**config.mk**
```make
export PLATFORM = sky130hd
export DESIGN_NAME = lbist_controller
export DESIGN_NICKNAME = d
export VERILOG_FILES = /design/src/rtl/lbist_pkg.sv /design/src/rtl/lbist_seed_rom.sv /design/src/rtl/lbist_controller.sv
export SDC_FILE = /design/constraint.sdc
export NUM_CORES = 1
export LEC_CHECK = 0
export ABC_AREA = 1
export CAP_MARGIN = 40
export CORE_ASPECT_RATIO = 0.6
export CORE_MARGIN = 8
export CORE_UTILIZATION = 36
export CTS_CLUSTER_SIZE = 14
export DETAILED_ROUTE_END_ITERATION = 6
export PLACE_DENSITY_LB_ADDON = 0.3
export REMOVE_ABC_BUFFERS = 1
export SLEW_MARGIN = 20
export SYNTH_ARGS = -nofsm -noshare
export SYNTH_HDL_FRONTEND = slang
export SYNTH_HIERARCHICAL = 1
export SYNTH_SLANG_ARGS = --single-unit
```
**constraint.sdc**
```tcl
create_clock -name clk -period 1.2 [get_ports clk]
set_input_delay 0.12 -clock clk [delete_from_list [all_inputs] [get_ports clk]]
set_output_delay 0.12 -clock clk [all_outputs]
set_load 0.02 [all_outputs]
```
**src/rtl/lbist_pkg.sv**
```systemverilog
// Shared declarations for the logic-BIST controller family.
//   lbist_ctrl_state_t : session sequencer states
//   entry_lsb()        : LSB position of entry `index` inside a packed
//                        array of `width`-bit entries (entry 0 at bit 0)
package lbist_pkg;

    typedef enum logic [1:0] {
        IDLE,
        ARM,
        WAIT,
        DONE
    } lbist_ctrl_state_t;

    function automatic int unsigned entry_lsb(input int unsigned index,
                                              input int unsigned width);
        return index * width;
    endfunction

endpackage

```
**src/rtl/lbist_seed_rom.sv**
```systemverilog
// Combinational seed / golden-signature lookup for one BIST session.
// Ports:
//   idx_i       in  seed index
//   seed_o      out LFSR seed for that index
//   signature_o out expected MISR signature for that index
// Indices at or beyond NUM_SEEDS return zero.
module lbist_seed_rom
    import lbist_pkg::*;
#(
    parameter int unsigned NUM_SEEDS = 4,
    parameter int unsigned SEED_BITS = 32,
    parameter int unsigned SIGNATURE_BITS = 32,
    parameter int unsigned IDX_BITS = 2,
    parameter logic [NUM_SEEDS*SEED_BITS-1:0] SEEDS = '0,
    parameter logic [NUM_SEEDS*SIGNATURE_BITS-1:0] EXPECTED_SIGNATURES = '0
) (
    input  logic [IDX_BITS-1:0]       idx_i,
    output logic [SEED_BITS-1:0]      seed_o,
    output logic [SIGNATURE_BITS-1:0] signature_o
);

    logic [SEED_BITS-1:0]      seed_tbl [NUM_SEEDS];
    logic [SIGNATURE_BITS-1:0] sig_tbl  [NUM_SEEDS];

    // Unpack at elaboration time so the runtime lookup is a plain array index.
    for (genvar i = 0; i < NUM_SEEDS; i++) begin : g_unpack
        assign seed_tbl[i] = SEEDS[entry_lsb(i, SEED_BITS) +: SEED_BITS];
        assign sig_tbl[i]  = EXPECTED_SIGNATURES[entry_lsb(i, SIGNATURE_BITS) +: SIGNATURE_BITS];
    end

    always_comb begin
        seed_o      = '0;
        signature_o = '0;
        if (32'(idx_i) < NUM_SEEDS) begin
            seed_o      = seed_tbl[idx_i];
            signature_o = sig_tbl[idx_i];
        end
    end

endmodule

```
**src/rtl/lbist_controller.sv**
```systemverilog
// Logic-BIST session sequencer. For each seed in order: loads the LFSR seed,
// arms the MISR for NUM_OUTPUTS outputs, collects the signature and records
// a per-seed match bit. The final mask is returned to the host.
// Ports:
//   clk, reset                      clock, asynchronous active-high reset
//   lbist_req_val/rdy               host session start
//   lbist_resp_val/rdy/msg          session result, bit i = seed i matched
//   lfsr_req_val/rdy/msg            seed to the pattern LFSR
//   misr_req_val/rdy/msg            arm MISR with count of outputs to hash
//   misr_resp_val/rdy/msg           signature from the MISR
module lbist_controller
    import lbist_pkg::*;
#(
    parameter int unsigned NUM_SEEDS = 4,
    parameter int unsigned SEED_BITS = 32,
    parameter int unsigned SIGNATURE_BITS = 32,
    parameter int unsigned MAX_OUTPUTS_TO_HASH = 32,
    parameter int unsigned LBIST_MSG_BITS = $clog2(MAX_OUTPUTS_TO_HASH),
    parameter int unsigned NUM_OUTPUTS = MAX_OUTPUTS_TO_HASH,
    parameter logic [NUM_SEEDS*SEED_BITS-1:0] SEEDS = '0,
    parameter logic [NUM_SEEDS*SIGNATURE_BITS-1:0] EXPECTED_SIGNATURES = '0
) (
    input  logic                      clk,
    input  logic                      reset,
    input  logic                      lbist_req_val,
    output logic                      lbist_req_rdy,
    output logic                      lbist_resp_val,
    output logic [NUM_SEEDS-1:0]      lbist_resp_msg,
    input  logic                      lbist_resp_rdy,
    output logic                      lfsr_req_val,
    output logic [SEED_BITS-1:0]      lfsr_req_msg,
    input  logic                      lfsr_req_rdy,
    output logic                      misr_req_val,
    output logic [LBIST_MSG_BITS:0]   misr_req_msg,
    input  logic                      misr_req_rdy,
    input  logic                      misr_resp_val,
    input  logic [SIGNATURE_BITS-1:0] misr_resp_msg,
    output logic                      misr_resp_rdy
);

    localparam int unsigned IDX_BITS = (NUM_SEEDS > 1) ? $clog2(NUM_SEEDS) : 1;
    localparam int unsigned CNT_BITS = LBIST_MSG_BITS + 1;
    localparam logic [IDX_BITS-1:0] LAST_IDX   = IDX_BITS'(NUM_SEEDS - 1);
    localparam logic [CNT_BITS-1:0] HASH_COUNT = CNT_BITS'(NUM_OUTPUTS);

    lbist_ctrl_state_t         state_q, state_d;
    logic [IDX_BITS-1:0]       idx_q, idx_d;
    logic [NUM_SEEDS-1:0]      mask_q, mask_d;
    logic                      lfsr_sent_q, lfsr_sent_d;
    logic                      misr_sent_q, misr_sent_d;
    logic [SEED_BITS-1:0]      rom_seed;
    logic [SIGNATURE_BITS-1:0] rom_signature;
    logic                      lfsr_fire;
    logic                      misr_fire;

    lbist_seed_rom #(
        .NUM_SEEDS           (NUM_SEEDS),
        .SEED_BITS           (SEED_BITS),
        .SIGNATURE_BITS      (SIGNATURE_BITS),
        .IDX_BITS            (IDX_BITS),
        .SEEDS               (SEEDS),
        .EXPECTED_SIGNATURES (EXPECTED_SIGNATURES)
    ) u_seed_rom (
        .idx_i       (idx_q),
        .seed_o      (rom_seed),
        .signature_o (rom_signature)
    );

    // Every output is a decode of registered state; no rdy input reaches a val.
    assign lbist_req_rdy  = (state_q == IDLE) && !reset;
    assign lfsr_req_val   = (state_q == ARM) && !lfsr_sent_q;
    assign lfsr_req_msg   = rom_seed;
    assign misr_req_val   = (state_q == ARM) && !misr_sent_q;
    assign misr_req_msg   = HASH_COUNT;
    assign misr_resp_rdy  = (state_q == WAIT);
    assign lbist_resp_val = (state_q == DONE);
    // The mask persists after DONE until the next session start clears it.
    assign lbist_resp_msg = mask_q;

    assign lfsr_fire = lfsr_req_val && lfsr_req_rdy;
    assign misr_fire = misr_req_val && misr_req_rdy;

    always_comb begin
        // NOTE: every _d is given its hold value first so no branch below can infer a latch.
        state_d     = state_q;
        idx_d       = idx_q;
        mask_d      = mask_q;
        lfsr_sent_d = lfsr_sent_q;
        misr_sent_d = misr_sent_q;
        unique case (state_q)
            IDLE: begin
                if (lbist_req_val) begin
                    idx_d       = '0;
                    mask_d      = '0;
                    lfsr_sent_d = 1'b0;
                    misr_sent_d = 1'b0;
                    state_d     = ARM;
                end
            end
            ARM: begin
                // The two handshakes complete independently; a same-cycle
                // fire on both counts as done.
                lfsr_sent_d = lfsr_sent_q || lfsr_fire;
                misr_sent_d = misr_sent_q || misr_fire;
                if ((lfsr_sent_q || lfsr_fire) && (misr_sent_q || misr_fire)) begin
                    state_d = WAIT;
                end
            end
            WAIT: begin
                if (misr_resp_val) begin
                    mask_d[idx_q] = (misr_resp_msg == rom_signature);
                    if (idx_q == LAST_IDX) begin
                        state_d = DONE;
                    end else begin
                        idx_d       = idx_q + IDX_BITS'(1);
                        lfsr_sent_d = 1'b0;
                        misr_sent_d = 1'b0;
                        state_d     = ARM;
                    end
                end
            end
            DONE: begin
                if (lbist_resp_rdy) begin
                    state_d = IDLE;
                end
            end
            default: state_d = IDLE;
        endcase
    end

    always_ff @(posedge clk or posedge reset) begin
        if (reset) begin
            state_q     <= IDLE;
            idx_q       <= '0;
            mask_q      <= '0;
            lfsr_sent_q <= 1'b0;
            misr_sent_q <= 1'b0;
        end else begin
            // NOTE: non-blocking so every register samples pre-edge values regardless of statement order.
            state_q     <= state_d;
            idx_q       <= idx_d;
            mask_q      <= mask_d;
            lfsr_sent_q <= lfsr_sent_d;
            misr_sent_q <= misr_sent_d;
        end
    end

endmodule

```
-- Word level (Yosys, flattened, before mapping)
Index checks and enable logic that the tools add are counted.
- output and inout bits: 47
- logic and storage cells: 63
- input bits: 39
- bits in registers: 10
- order comparisons: 3
- add/subtract/negate cells: 1
- reductions and logical operators: 19
- bitwise gates (word level): 1
- multiplexer cells: 24
- equality and inequality tests: 10
- operators with widths (operator ; count):
    $bmux W32 S2 ; 1
    $mux W32 ; 2
    $eq A32 B32 Y1 ; 1
    $mux W2 ; 8
    $reduce_and A4 Y1 ; 3
    $mux W4 ; 2
    $pmux W2 S4 ; 1
    $pmux W4 S2 ; 1
    $logic_and A1 B1 Y1 ; 7
    $eq A2 B2 Y1 const B ; 3
    $ne A2 B2 Y1 const B ; 3
    $pmux W1 S3 ; 2
    $bwmux W4 ; 1
    $mux W1 ; 4
    $ne A2 B1 Y1 const B ; 2
    $pmux W2 S2 ; 1
    $ge A3 B3 Y1 const B ; 1
    $logic_not A1 Y1 ; 3
    $lt A2 B3 Y1 const B ; 1
    $not A2 Y3 ; 1
    $reduce_and A3 Y1 ; 1
    $reduce_bool A3 Y1 ; 1
    $add A2 B1 Y2 const B ; 1
    $demux W1 S2 ; 1
    5 further kinds ; 6

-- Longest topological paths before layout
- depth in word-level cells: 8
- depth in mapped cells: 10
- gate-level depth less buffers: 9

-- Modules after synthesis
The synthesis kept the hierarchy.
- by module, submodules not included (module ; area an instance (µm²) ; cells an instance ; times used ; seq. area each (µm²)):
    lbist_controller ; 1097.3 ; 172 ; 1 ; 250.2
    lbist_seed_rom ; 484.2 ; 65 ; 1 ; 0.0

-- Worst setup path before layout
No wires, ideal clock.
- kind: flip-flop to flip-flop
- from: register state_q[1]
- to: register state_q[0]
- setup slack: -30 ps
- arrival time: 1112 ps
- path buffers: 0
- data required time: 1082 ps
- period minus slack after synthesis: 1230 ps
- library setup time: 118 ps
- stages on the path, launching flop included: 8
- cell sequence: dfrtp_1 > inv_1 > nand2_2 > o21bai_1 > a21oi_1 > or2_1 > nand2_1 > nand2_1
- word-level cells in the longest chain between the ends: 7
- elaborated cells between the ends (all ways): 17
- those cells by class: eq/ne (7); mux (1); reduce/logical (9)
- ends and longest elaborated chain (element ; line ; text):
    start, declared ; lbist_controller.sv:46 ; lbist_ctrl_state_t state_q, state_d;
    start signal, assigned ; lbist_controller.sv:140 ; state_q <= state_d;
    $eq A2 B1 Y1 ; lbist_controller.sv:71, lbist_controller.sv:73, lbist_controller.sv:90 ;
    $logic_and A1 B1 Y1, on equally long branches ; lbist_controller.sv:71, lbist_controller.sv:73 ;
    $logic_and A1 B1 Y1, on equally long branches ; lbist_controller.sv:80, lbist_controller.sv:81 ;
    $logic_or A1 B1 Y1 ; lbist_controller.sv:105 ; if ((lfsr_sent_q || lfsr_fire) && (misr_sent_q || misr_fire)) begin
    $logic_and A1 B1 Y1 ; lbist_controller.sv:105 ;
    $ne A2 B1 Y1 (no source line) ; - ;
    $reduce_and A4 Y1 (no source line) ; - ;
Parallel ways exist; a longest one is shown, timed or not.
A chain may end at the register's enable or synchronous reset.

-- Worst setup path after layout
Ends and elaborated chain as after synthesis.

==> out/qor.log <==
[global_route] antenna violations before repair 0
[global_route] largest net degree at the start of global routing 11
[cts] clock tree buffer depth 2
[power_and_ir_drop] leakage power 1.07 nW
[synth] proportion of synthesized flip-flops having asynchronous set or reset 100%
[synth] top cells by count, synth buf_4, nand2_1, inv_1
[flow_run] max cap viols 0
[worst_setup_path] largest driver fanout on the critical path 5
[worst_setup_path] path type of the worst setup path reg -> reg
[timing] share of the clock period used by the worst path 112%
[power_and_ir_drop] internal portion of total power 0.00176 W
[drt] detailed-router iteration count before antenna repair 4
[floorplanning] die area 6840 um^2
[synth] synthesized instance count 237
[synth] count of unique library cells instantiated by Yosys 17
[synth] flip-flop and latch count after synthesis 10
[global_route] first-pass GRT wire length 5020 um
[cells_and_area] number of diodes added for antenna fixing 0
[synth] Main synth FF type dfrtp_1
[synth] Synth area leaders buf_4, dfrtp_1, xnor2_1
[place] cell area after placement 1940 um^2
[worst_setup_path] end of the critical path state_q[0]$_DFFE_PP0P_
[synth] post-synth design cell area 1580 um^2
[place] HPWL Detailed 2930 um
[place] count of port buffers added during placement 47
[floorplanning] DIE HEIGHT 67.3 um
[drt] Detailed Route WL 3500 um
[cts] number of H-tree branching levels 1
[cells_and_area] number of fill cells in the layout 420
[drt] final antenna-violating net count 0
[worst_setup_path] critical path cell sequence inv_2 -> nand2_4 -> o21bai_4 -> a21oi_2 -> or2_1 -> nand2_1 -> nand2_1
[power_and_ir_drop] switch share 45.8%
[worst_setup_path] nature of the critical path endpoint flip-flop
[cells_and_area] net total in the final layout 345
[status] failing checks negative setup slack
[timing] Sum Neg Setup Slack -0.858 ns
[worst_setup_path] launch point of the worst path state_q[1]$_DFFE_PP0P_
[cts] clock latency at the later pin of the worst-skew pair 0.24 ns
[floorplanning] total number of placement rows 18
[cts] Inserted Clock Buffers 3
[timing] Final Skew 0.00266 ns
[synth] average instance area after synthesis 6.67 um^2
[min_path] Tightest Hold Check Type in -> async
[power_and_ir_drop] areal power density over the cells 1530 nW/um^2
[place] worst slack, placed -0.247 ns
[cts] sink count of the clock tree 10
[worst_setup_path] CP dominant cell by count nand2_1
[timing] max-slew violation count 0
[cts] CTS tree built
[timing] Final Worst Setup Slack -0.147 ns
[cells_and_area] summed area of non-filler cells in the final layout 2130 um^2
[synth] dominant cell type by area after synthesis buf_4
[power_and_ir_drop] part of the power in registers 19.7%
[global_route] met3 routing resource usage after global routing 2.97%
[synth] Synth top area share 33.2%
[worst_setup_path] type of origin of the critical path flip-flop
[power_and_ir_drop] switching power summed over all nets 0.00149 W
[drt] WL/cell 9.73 um
[cells_and_area] signed area change from the synthesized netlist to the final layout 34.4%
[worst_setup_path] FF-to-FF setup slack -0.15 ns
[status] outcome finished with violations
[timing] Final Critical Period 1.35 ns
[timing] RSZ-0062 raised after global routing true
[cells_and_area] combined flip-flop and latch cell area 253 um^2
[power_and_ir_drop] worst supply voltage drop on vdd 761 uV
[worst_setup_path] Data required, critical path 1.33 ns
[timing] Fmax 0.743 GHz
[floorplanning] die width 102 um
[worst_setup_path] longest individual stage delay on the worst path 0.43 ns
[drt] count of routing violations after the opening detailed-route iteration 18
[cells_and_area] area taken by multi-input logic gates 1050 um^2
[drt] total DRC errors in the routed layout 0
[synth] most numerous cell in the Yosys netlist buf_4
[floorplanning] initial cell density of the core 38.0%
[worst_setup_path] Arrival @ worst endpoint 1.47 ns
[synth] count of flip-flops with a built-in enable after synthesis 0
[timing] endpoints failing hold 0
[worst_setup_path] number of cells on the worst reg-to-reg path 7
[floorplanning] I/O pins 86
[cells_and_area] fraction of final layout cells with drive strength greater than 1 17.7%
[worst_setup_path] worst reg2reg path endpoint state_q[0]$_DFFE_PP0P_
[worst_setup_path] slowest CP cell dfrtp_2
[synth] sequential share of the synthesized area 15.8%
[global_route] vias in the first global route 1085
[cts] Root Buffer Master clkbuf_8
[floorplanning] core region area 4170 um^2
[power_and_ir_drop] Comb power frac 69.7%
[power_and_ir_drop] Power, Total 0.00325 W
[synth] total number of yosys warnings 6
[timing] Setup-failing EPs final 10
[global_route] met1 Resource Use GR 12.6%
[place] final weighted congestion in routability-driven placement 0.784
[global_route] Tot GR Track Use 9.15%
[global_route] most utilized layer in the global route result met2
[cts] CTS clk-pin slew, worst paths 0.05 ns
[drt] detailed-route via count 1307
[global_route] met2 usage 13.1%
[worst_setup_path] worst reg2reg path startpoint state_q[1]$_DFFE_PP0P_
[drt] via-per-instance ratio 3.63
[power_and_ir_drop] fraction of power consumed by the clock network 10.6%
[global_route] Remaining Overflow, GRT 0
how the worst min path moves through the flow:
stage           from                      end  slack (ns)  depth (start not counted)
2_1_floorplan  reset     idx_q[0]$_DFFE_PP0P_       -0.04                          1
4_1_cts        reset  misr_sent_q$_DFFE_PP0P_        0.22                          2
6_report       reset  misr_sent_q$_DFFE_PP0P_        0.21                          2
3_5_place_dp   reset  misr_sent_q$_DFFE_PP0P_        0.46                          2
3_3_place_gp   reset   state_q[1]$_DFFE_PP0P_        0.46                          2
5_1_grt        reset  misr_sent_q$_DFFE_PP0P_        0.26                          2
state kept, by name, summed over array words and instances, names as in the netlist:
| name | flops |
|---|---|
| lfsr_sent_q | 1 |
| misr_sent_q | 1 |
| lbist_resp_msg | 4 |
| idx_q | 2 |
| state_q | 2 |
power groups by stage:
stage	Sequential, W	Combinational (W)	Clock [W]
after floorplan	0.000628	0.000935	0
after global placement	0.000591	0.00177	0
after global routing	0.000663	0.00249	0.000362
after detailed placement	0.000591	0.00179	0
final	0.000639	0.00227	0.000345
after CTS	0.000608	0.00176	0.000348
metrics by stage:
stage                     utilization, %  cells  hold WS, ns
after floorplan                        -    234      -0.0398
after global routing                51.0    360        0.257
after detailed placement            46.6    353        0.464
after CTS                           47.4    356        0.217
final                               51.0    360        0.205
after global placement              46.6    353        0.456
critical path: cells and delay by family, from the launching register on:
kind	cells	cell delay, ns
buf+inv	1	0.09
compound gates	2	0.25
simple gates	4	0.47
flops	1	0.43
metal layers:
layer / vias to the layer above / part of all wire, % / routed length (um)
li1: 684 / - / -
met1: 560 / 46 / 1600
met2: 58 / 41 / 1450
met3: 5 / 12 / 415
met4: 0 / 1.2 / 41
met5: - / 0 / 0
layout by cell type, fill, tap and decap left out, drive strengths merged:
master,instances
conb,70
nand2,56
clkdlybuf4s50,38
inv,31
xnor2,26
buf,21
nor2,19
dfrtp,10
o21ai,9
a21oi,5
ha,4
dlygate4sd2,4
clkbuf,3
o21bai,2
or2,1
nor3,1
layout make-up:
| class | instances | area share, % |
|---|---|---|
| clock buffers | 3 | 1.94 |
| inverters | 31 | 5.59 |
| repair buffers | 63 | 27.7 |
| well taps | 60 | 3.53 |
| multi-input cells | 193 | 49.4 |
| flip-flops and latches | 10 | 11.9 |
kinds of logic after synthesis:
| kind of cell | count (synthesis) | share of synthesized area (%) |
|---|---|---|
| buffers and inverters | 101 | 40.6 |
| AND/OR/NAND/NOR | 77 | 19.5 |
| XOR/XNOR | 26 | 14.4 |
| AO/OA/AOI/OAI | 16 | 5.85 |
| flip-flops | 10 | 15.8 |
| adder cells (fa/ha/maj) | 4 | 3.16 |
| other | 3 | 0.712 |
timing repair:
item	4_1_cts	5_1_grt
hold endpoints to repair	0	0
pin swaps	3	7
buffers inserted	0	4
cloned	0	0
hold buffers	0	0
gates resized for setup	35	31
endpoints found under the setup margin	19	15
(Power assumes the default switching activity.)
